## config.mk

```make
export PLATFORM = sky130hd
export DESIGN_NAME = i_fetch_read_arbiter_flat
export DESIGN_NICKNAME = d
export VERILOG_FILES = /design/src/rtl/mips_core_pkg.sv /design/src/rtl/axi_read_address.sv /design/src/rtl/axi_read_data.sv /design/src/rtl/arb_priority_select.sv /design/src/rtl/i_fetch_read_arbiter.sv /design/src/flat_wrapper.sv
export SDC_FILE = /design/constraint.sdc
export NUM_CORES = 1
export LEC_CHECK = 0
export BUFFER_PORTS_ARGS = -buffer_cell sky130_fd_sc_hd__buf_4
export CAP_MARGIN = 40
export CORE_ASPECT_RATIO = 0.7
export CORE_MARGIN = 4
export CORE_UTILIZATION = 30
export DETAILED_ROUTE_END_ITERATION = 6
export PLACE_DENSITY = 0.69
export SLEW_MARGIN = 20
export SYNTH_ARGS = -nofsm -noshare
export SYNTH_HDL_FRONTEND = slang
export SYNTH_HIERARCHICAL = 1
export SYNTH_SLANG_ARGS = --single-unit
```

## constraint.sdc

```tcl
create_clock -name clk -period 8.45 [get_ports clk]
set_clock_uncertainty 0.15 [all_clocks]
set_input_delay 1.69 -clock clk [delete_from_list [all_inputs] [get_ports clk]]
set_output_delay 1.69 -clock clk [all_outputs]
set_load 0.02 [all_outputs]
```

## src/rtl/mips_core_pkg.sv

```systemverilog
// Shared core types: AXI field widths, arbiter FSM states and instruction-side port indices.
package mips_core_pkg;

    localparam int AXI_ADDR_W = 32;
    localparam int AXI_DATA_W = 32;
    localparam int AXI_LEN_W  = 8;
    localparam int AXI_ID_W   = 4;

    typedef enum logic [1:0] {
        ARB_IDLE,
        ARB_ADDR,
        ARB_DATA
    } arb_state_t;

    localparam logic PORT_IC = 1'b0;
    localparam logic PORT_SB = 1'b1;

endpackage

```

## src/rtl/axi_read_address.sv

```systemverilog
// AXI read-address (AR) channel bundle.
interface axi_read_address;
    import mips_core_pkg::*;

    logic                  arvalid;
    logic                  arready;
    logic [AXI_ADDR_W-1:0] araddr;
    logic [AXI_LEN_W-1:0]  arlen;
    logic [AXI_ID_W-1:0]   arid;

    modport master (output arvalid, output araddr, output arlen, output arid, input arready);
    modport slave  (input arvalid, input araddr, input arlen, input arid, output arready);
endinterface

```

## src/rtl/axi_read_data.sv

```systemverilog
// AXI read-data (R) channel bundle.
interface axi_read_data;
    import mips_core_pkg::*;

    logic                  rvalid;
    logic                  rready;
    logic [AXI_DATA_W-1:0] rdata;

    modport master (input rvalid, input rdata, output rready);
    modport slave  (output rvalid, output rdata, input rready);
endinterface

```

## src/rtl/arb_priority_select.sv

```systemverilog
// Winner selection for the instruction-side read arbiter: port 0 has fixed priority,
// port 1 is forced through after STARVE_LIMIT consecutive contested losses.
module arb_priority_select
    import mips_core_pkg::*;
#(
    parameter int unsigned STARVE_LIMIT = 4,
    parameter int unsigned CNT_WIDTH    = 8
) (
    input  logic clk,
    input  logic rst_n,
    input  logic arb_en,
    input  logic req_ic,
    input  logic req_sb,
    output logic grant_valid,
    output logic grant_port
);

    logic [CNT_WIDTH-1:0] starve_cnt;
    logic                 starved;

    assign starved = (starve_cnt == CNT_WIDTH'(STARVE_LIMIT));

    always_comb begin
        grant_valid = arb_en && (req_ic || req_sb);
        grant_port  = PORT_IC;
        if (req_sb && (!req_ic || starved)) begin
            grant_port = PORT_SB;
        end
    end

    always_ff @(posedge clk) begin
        if (!rst_n) begin
            starve_cnt <= '0;
        end else if (grant_valid) begin
            if (grant_port == PORT_SB) begin
                starve_cnt <= '0;
            end else if (req_sb && !starved) begin
                starve_cnt <= starve_cnt + CNT_WIDTH'(1);
            end
        end
    end

endmodule

```

## src/rtl/i_fetch_read_arbiter.sv

```systemverilog
// Merges the i-cache refill (port 0) and stream-buffer prefetch (port 1) AXI read masters
// onto one memory read channel, one burst outstanding, grant locked until the last beat.
module i_fetch_read_arbiter
    import mips_core_pkg::*;
#(
    parameter int unsigned STARVE_LIMIT = 4,
    parameter int unsigned CNT_WIDTH    = 8
) (
    input  logic            clk,
    input  logic            rst_n,
    axi_read_address.slave  ic_read_address,
    axi_read_data.slave     ic_read_data,
    axi_read_address.slave  sb_read_address,
    axi_read_data.slave     sb_read_data,
    axi_read_address.master mem_read_address,
    axi_read_data.master    mem_read_data
);

    arb_state_t            state;
    logic                  owner;
    logic [AXI_ADDR_W-1:0] addr;
    logic [CNT_WIDTH-1:0]  len;
    logic [AXI_ID_W-1:0]   id;
    logic [CNT_WIDTH-1:0]  beat_cnt;

    logic grant_valid;
    logic grant_port;
    logic in_addr;
    logic in_data;
    logic beat_fire;
    logic last_beat;

    arb_priority_select #(
        .STARVE_LIMIT (STARVE_LIMIT),
        .CNT_WIDTH    (CNT_WIDTH)
    ) u_select (
        .clk         (clk),
        .rst_n       (rst_n),
        .arb_en      (state == ARB_IDLE),
        .req_ic      (ic_read_address.arvalid),
        .req_sb      (sb_read_address.arvalid),
        .grant_valid (grant_valid),
        .grant_port  (grant_port)
    );

    assign in_addr = (state == ARB_ADDR);
    assign in_data = (state == ARB_DATA);

    assign mem_read_address.arvalid = in_addr;
    assign mem_read_address.araddr  = addr;
    assign mem_read_address.arlen   = AXI_LEN_W'(len);
    assign mem_read_address.arid    = id;

    assign ic_read_address.arready = in_addr && (owner == PORT_IC) && mem_read_address.arready;
    assign sb_read_address.arready = in_addr && (owner == PORT_SB) && mem_read_address.arready;

    // Data beats outside DATA are protocol violations from memory and are swallowed here.
    assign ic_read_data.rvalid = in_data && (owner == PORT_IC) && mem_read_data.rvalid;
    assign sb_read_data.rvalid = in_data && (owner == PORT_SB) && mem_read_data.rvalid;
    assign ic_read_data.rdata  = mem_read_data.rdata;
    assign sb_read_data.rdata  = mem_read_data.rdata;
    assign mem_read_data.rready = in_data &&
        ((owner == PORT_SB) ? sb_read_data.rready : ic_read_data.rready);

    assign beat_fire = in_data && mem_read_data.rvalid && mem_read_data.rready;
    assign last_beat = (len == '0) || (beat_cnt == len - CNT_WIDTH'(1));

    always_ff @(posedge clk) begin
        if (!rst_n) begin
            state    <= ARB_IDLE;
            owner    <= PORT_IC;
            beat_cnt <= '0;
        end else begin
            case (state)
                ARB_IDLE: begin
                    if (grant_valid) begin
                        owner <= grant_port;
                        state <= ARB_ADDR;
                    end
                end
                ARB_ADDR: begin
                    if (mem_read_address.arready) begin
                        beat_cnt <= '0;
                        state    <= ARB_DATA;
                    end
                end
                ARB_DATA: begin
                    if (beat_fire) begin
                        beat_cnt <= beat_cnt + CNT_WIDTH'(1);
                        if (last_beat) begin
                            state <= ARB_IDLE;
                        end
                    end
                end
                default: state <= ARB_IDLE;
            endcase
        end
    end

    // NOTE: the request fields are only read in ADDR/DATA after being loaded at grant, so they carry no reset.
    always_ff @(posedge clk) begin
        if (grant_valid) begin
            if (grant_port == PORT_SB) begin
                addr <= sb_read_address.araddr;
                len  <= CNT_WIDTH'(sb_read_address.arlen);
                id   <= sb_read_address.arid;
            end else begin
                addr <= ic_read_address.araddr;
                len  <= CNT_WIDTH'(ic_read_address.arlen);
                id   <= ic_read_address.arid;
            end
        end
    end

endmodule

```

## src/flat_wrapper.sv

```systemverilog
// flat-port wrapper written by rule: the top's interface ports become plain ports
module i_fetch_read_arbiter_flat import mips_core_pkg::*;
#(
    parameter int unsigned STARVE_LIMIT = 4,
    parameter int unsigned CNT_WIDTH    = 8
)
  (clk, rst_n, ic_read_address_arvalid, ic_read_address_araddr, ic_read_address_arlen, ic_read_address_arid, ic_read_address_arready, ic_read_data_rvalid, ic_read_data_rdata, ic_read_data_rready, sb_read_address_arvalid, sb_read_address_araddr, sb_read_address_arlen, sb_read_address_arid, sb_read_address_arready, sb_read_data_rvalid, sb_read_data_rdata, sb_read_data_rready, mem_read_address_arvalid, mem_read_address_araddr, mem_read_address_arlen, mem_read_address_arid, mem_read_address_arready, mem_read_data_rvalid, mem_read_data_rdata, mem_read_data_rready);
  axi_read_address ic_read_address_i ();
  axi_read_data ic_read_data_i ();
  axi_read_address sb_read_address_i ();
  axi_read_data sb_read_data_i ();
  axi_read_address mem_read_address_i ();
  axi_read_data mem_read_data_i ();
  input  logic clk;
  input  logic rst_n;
  input wire logic [$bits(ic_read_address_i.arvalid)-1:0] ic_read_address_arvalid;
  input wire logic [$bits(ic_read_address_i.araddr)-1:0] ic_read_address_araddr;
  input wire logic [$bits(ic_read_address_i.arlen)-1:0] ic_read_address_arlen;
  input wire logic [$bits(ic_read_address_i.arid)-1:0] ic_read_address_arid;
  output wire logic [$bits(ic_read_address_i.arready)-1:0] ic_read_address_arready;
  output wire logic [$bits(ic_read_data_i.rvalid)-1:0] ic_read_data_rvalid;
  output wire logic [$bits(ic_read_data_i.rdata)-1:0] ic_read_data_rdata;
  input wire logic [$bits(ic_read_data_i.rready)-1:0] ic_read_data_rready;
  input wire logic [$bits(sb_read_address_i.arvalid)-1:0] sb_read_address_arvalid;
  input wire logic [$bits(sb_read_address_i.araddr)-1:0] sb_read_address_araddr;
  input wire logic [$bits(sb_read_address_i.arlen)-1:0] sb_read_address_arlen;
  input wire logic [$bits(sb_read_address_i.arid)-1:0] sb_read_address_arid;
  output wire logic [$bits(sb_read_address_i.arready)-1:0] sb_read_address_arready;
  output wire logic [$bits(sb_read_data_i.rvalid)-1:0] sb_read_data_rvalid;
  output wire logic [$bits(sb_read_data_i.rdata)-1:0] sb_read_data_rdata;
  input wire logic [$bits(sb_read_data_i.rready)-1:0] sb_read_data_rready;
  output wire logic [$bits(mem_read_address_i.arvalid)-1:0] mem_read_address_arvalid;
  output wire logic [$bits(mem_read_address_i.araddr)-1:0] mem_read_address_araddr;
  output wire logic [$bits(mem_read_address_i.arlen)-1:0] mem_read_address_arlen;
  output wire logic [$bits(mem_read_address_i.arid)-1:0] mem_read_address_arid;
  input wire logic [$bits(mem_read_address_i.arready)-1:0] mem_read_address_arready;
  input wire logic [$bits(mem_read_data_i.rvalid)-1:0] mem_read_data_rvalid;
  input wire logic [$bits(mem_read_data_i.rdata)-1:0] mem_read_data_rdata;
  output wire logic [$bits(mem_read_data_i.rready)-1:0] mem_read_data_rready;
  assign ic_read_address_i.arvalid = ic_read_address_arvalid;
  assign ic_read_address_i.araddr = ic_read_address_araddr;
  assign ic_read_address_i.arlen = ic_read_address_arlen;
  assign ic_read_address_i.arid = ic_read_address_arid;
  assign ic_read_address_arready = ic_read_address_i.arready;
  assign ic_read_data_rvalid = ic_read_data_i.rvalid;
  assign ic_read_data_rdata = ic_read_data_i.rdata;
  assign ic_read_data_i.rready = ic_read_data_rready;
  assign sb_read_address_i.arvalid = sb_read_address_arvalid;
  assign sb_read_address_i.araddr = sb_read_address_araddr;
  assign sb_read_address_i.arlen = sb_read_address_arlen;
  assign sb_read_address_i.arid = sb_read_address_arid;
  assign sb_read_address_arready = sb_read_address_i.arready;
  assign sb_read_data_rvalid = sb_read_data_i.rvalid;
  assign sb_read_data_rdata = sb_read_data_i.rdata;
  assign sb_read_data_i.rready = sb_read_data_rready;
  assign mem_read_address_arvalid = mem_read_address_i.arvalid;
  assign mem_read_address_araddr = mem_read_address_i.araddr;
  assign mem_read_address_arlen = mem_read_address_i.arlen;
  assign mem_read_address_arid = mem_read_address_i.arid;
  assign mem_read_address_i.arready = mem_read_address_arready;
  assign mem_read_data_i.rvalid = mem_read_data_rvalid;
  assign mem_read_data_i.rdata = mem_read_data_rdata;
  assign mem_read_data_rready = mem_read_data_i.rready;
  i_fetch_read_arbiter #(.STARVE_LIMIT(STARVE_LIMIT), .CNT_WIDTH(CNT_WIDTH)) u_core (.clk(clk), .rst_n(rst_n), .ic_read_address(ic_read_address_i), .ic_read_data(ic_read_data_i), .sb_read_address(sb_read_address_i), .sb_read_data(sb_read_data_i), .mem_read_address(mem_read_address_i), .mem_read_data(mem_read_data_i));
endmodule
```

==> impl_metrics.yaml <==
floorplan:
  dieHeight_um: 99.6
  num_rows: 33
  core_area_um2: 11700
  die_w_um: 139
  dieArea_um2: 13800
  start_util_pct: 30.7
  pin_count: 242
global_route:
  grt_first_pass_wirelength_um: 14200
  first_global_vias: 2708
  gr-total-overflow: 0
  antenna_found_initial: 0
  grt_max_degree: 32
  grt_use_total_pct: 13.2
route:
  drtAntennaViolNets: 0
  firstDrtPassIters: 4
  wl_per_cell_um: 16.7
  via_per_inst: 4.56
  routed-via-count: 2514
  drtIter0Drc: 112
  route.detailed.drc: 0
  totalWireLength_um: 9180
clocking:
  cts_tree: "yes"
  cts_resized: 0
  clkTransAtPathRegs_ns: 0.05
  cts_inserted_buffers: 9
  cts_max_path_buffers: 2
  cts_hold_buf: 0
  clkSinkCount: 63
  worstSkewPairLatency_ns: 0.32
  htreeDepth: 3
  cts.root.buffer_cell: "clkbuf_16"
  postCtsSetupBuffers: 0
outcome:
  status: "complete, no violations"
synth:
  synth-edff-count: 44
  ys_seq_elements: 63
  ys_warn_count: 6
  ys_top_cells_by_count: "buf_4, mux2_2, edfxtp_1, dfxtp_1, nand2_1"
  yosysSeqAreaShare_pct: 47.3
  ys_async_sr_fraction_pct: 0
  synth_most_common_cell: "buf_4"
  yosysUniqueCellTypes: 45
  synth_cells: 303
  synth_ff_type: "edfxtp_1"
  synth_top_area_share_pct: 36.7
  synth.top_cells.by_area: "edfxtp_1, mux2_2, buf_4, dfxtp_1, xnor2_1"
  yosysTopAreaCell: "edfxtp_1"
  syn_area_um2: 3600
  synth_fp_nets: 436
  synth_area_per_cell_um2: 11.9
layout:
  seqCellArea_um2: 1700
  drive_gt1_share_pct: 56.1
  area_delta_synth_final_pct: 30.8
  multi_input_area_um2: 1360
  fin_area_um2: 4710
  nets: 523
  fillCellCount: 1146
  n_antenna_cell: 0
critical_path:
  cp_common_cell: "buf_4"
  setup.worst_path.start: "mem_read_address_arready"
  critPathMaxFanout: 7
  worst_path_max_delay_cell: "nand3b_1"
  crit_end: "sb_read_address_arready"
  worstPathRequired_ns: 6.61
  arrival_ns: 2.40
  crit_path_cell_trace: "buf_4, nand3b_1, nor2_1, buf_4"
  crit_family: "simple AND/OR/NAND/NOR gates"
  cp.buffers_inverters: 2
  slowest_delay_ns: 0.25
  startpoint_type: "input port"
  r2r_slack_ns: 5.63
  critPathKind: "input port to output pin"
  timing.rr.start: "u_core/u_select/starve_cnt[3]$_SDFFE_PN0P_"
  cp_num_cells: 4
  cp-end-kind: "output pin"
  r2r_end: "u_core/mem_read_address.araddr[7]$_DFFE_PP_"
  worstRegToRegCells: 5
timing:
  rsz0062_at_grt: "no"
  drv_slew: 0
  worst_pin_slew_ns: 0.598
  fin_tns_setup_ns: 0
  finalSetupViolations: 0
  finalCritPeriodShare_pct: 50.1
  whs_ns: 0.387
  layout_setup_ws_ns: 4.21
  hold_violations: 0
  post-route-min-period_ns: 4.24
  fmax_mhz: 236
  relSlewSlack_pct: 60.0
place:
  post-place-ws_ns: 4.21
  place_area_um2: 4420
  place.port_buffers: 145
  globalplace.congestion: 0.829
  dp_hpwl_um: 7190
power:
  p_per_area_nw_per_um2: 279
  finalPower_mw: 1.31
  vdd_drop_max_v: 0.000131
  total_leakage_power_nw: 1.88
hold_path:
  hold_class: "flop to flop"
run:
  cap_violations: 0
worst min-delay path by stage:
stage	start	endpoint	slack, ns	cells after the start
3_3_place_gp	u_core/u_select/starve_cnt[7]$_SDFFE_PN0P_	u_core/u_select/starve_cnt[7]$_SDFFE_PN0P_	0.36	2
2_1_floorplan	u_core/state[1]$_SDFFE_PN0P_	u_core/state[0]$_SDFFE_PN0P_	0.32	1
4_1_cts	u_core/beat_cnt[5]$_SDFFE_PN0P_	u_core/beat_cnt[5]$_SDFFE_PN0P_	0.40	2
6_report	u_core/beat_cnt[7]$_SDFFE_PN0P_	u_core/beat_cnt[7]$_SDFFE_PN0P_	0.39	2
5_1_grt	u_core/u_select/starve_cnt[7]$_SDFFE_PN0P_	u_core/u_select/starve_cnt[7]$_SDFFE_PN0P_	0.41	2
3_5_place_dp	u_core/beat_cnt[7]$_SDFFE_PN0P_	u_core/beat_cnt[7]$_SDFFE_PN0P_	0.38	2
per-layer routing:
layer | track usage (%) | routed length (um)
met5 | 0 | 0
met4 | 4.66 | 110
met3 | 9.71 | 1370
met2 | 20.6 | 4330
met1 | 14.1 | 3370
sequential cells by signal, summed over array words and instances, names as in the netlist:
signal and count:
u_core/mem_read_address.araddr 32, u_core/mem_read_address.arid 4, u_core/u_select/starve_cnt 8, u_core/state 2
u_core/beat_cnt 8, u_core/mem_read_address.arlen 8, u_core/owner 1
through the flow:
stage	cells	util, %
after CTS	551	40.1
after global placement	534	37.3
after global routing	551	40.1
after detailed placement	536	37.7
final	551	40.1
after floorplan	303	-
final cells by class:
class | instances | share of cell area [%]
Tap cell | 157 | 4.17
Timing Repair Buffer | 147 | 24.0
Multi-Input combinational cell | 161 | 28.9
Sequential cell | 63 | 36.2
Clock buffer | 9 | 4.79
Clock inverter | 6 | 1.33
Inverter | 8 | 0.638
report_power, final:
| part | internal [mW] | leakage (nW) | switching [mW] |
|---|---|---|---|
| registers | 0.445 | 0.585 | 0.0505 |
| clock network | 0.225 | 0.133 | 0.134 |
| logic | 0.196 | 1.16 | 0.264 |
worst min-delay path, delay by kind of cell (launching register included):
family           cells  cell delay, ns
AND/OR/NAND/NOR      1            0.07
XOR/XNOR             1            0.07
flip-flops           1            0.35
cells in the final DEF, fill, tap and decap left out, types with 2 or more instances in the layout:
| cell type | count |
|---|---|
| nor2b_1 | 3 |
| mux2i_1 | 3 |
| xnor2_1 | 10 |
| o31ai_1 | 2 |
| buf_12 | 2 |
| dfxtp_1 | 19 |
| or4_1 | 3 |
| clkbuf_16 | 9 |
| nand2_1 | 14 |
| a211oi_1 | 2 |
| clkinvlp_4 | 3 |
| nand3_1 | 5 |
| inv_1 | 8 |
| ha_1 | 5 |
| edfxtp_1 | 44 |
| or3_1 | 2 |
| mux2_2 | 45 |
| clkinv_2 | 2 |
| o211ai_1 | 3 |
| buf_4 | 145 |
| and2_1 | 3 |
| o21ai_0 | 3 |
| a221oi_2 | 2 |
| nand4_1 | 6 |
| nand3b_1 | 2 |
| nor2_1 | 13 |
| xor2_1 | 10 |
| a21oi_1 | 3 |
| a221oi_1 | 4 |
kinds of logic after synthesis:
logic type               share of synthesized area (%)
buffers and inverters                             15.0
multiplexers                                      14.9
XOR/XNOR                                          4.87
adder cells (fa/ha/maj)                           1.74
AND/OR/NAND/NOR                                   10.2
flip-flops                                        47.3
AO/OA/AOI/OAI                                     6.02
(Power assumes the default switching activity.)
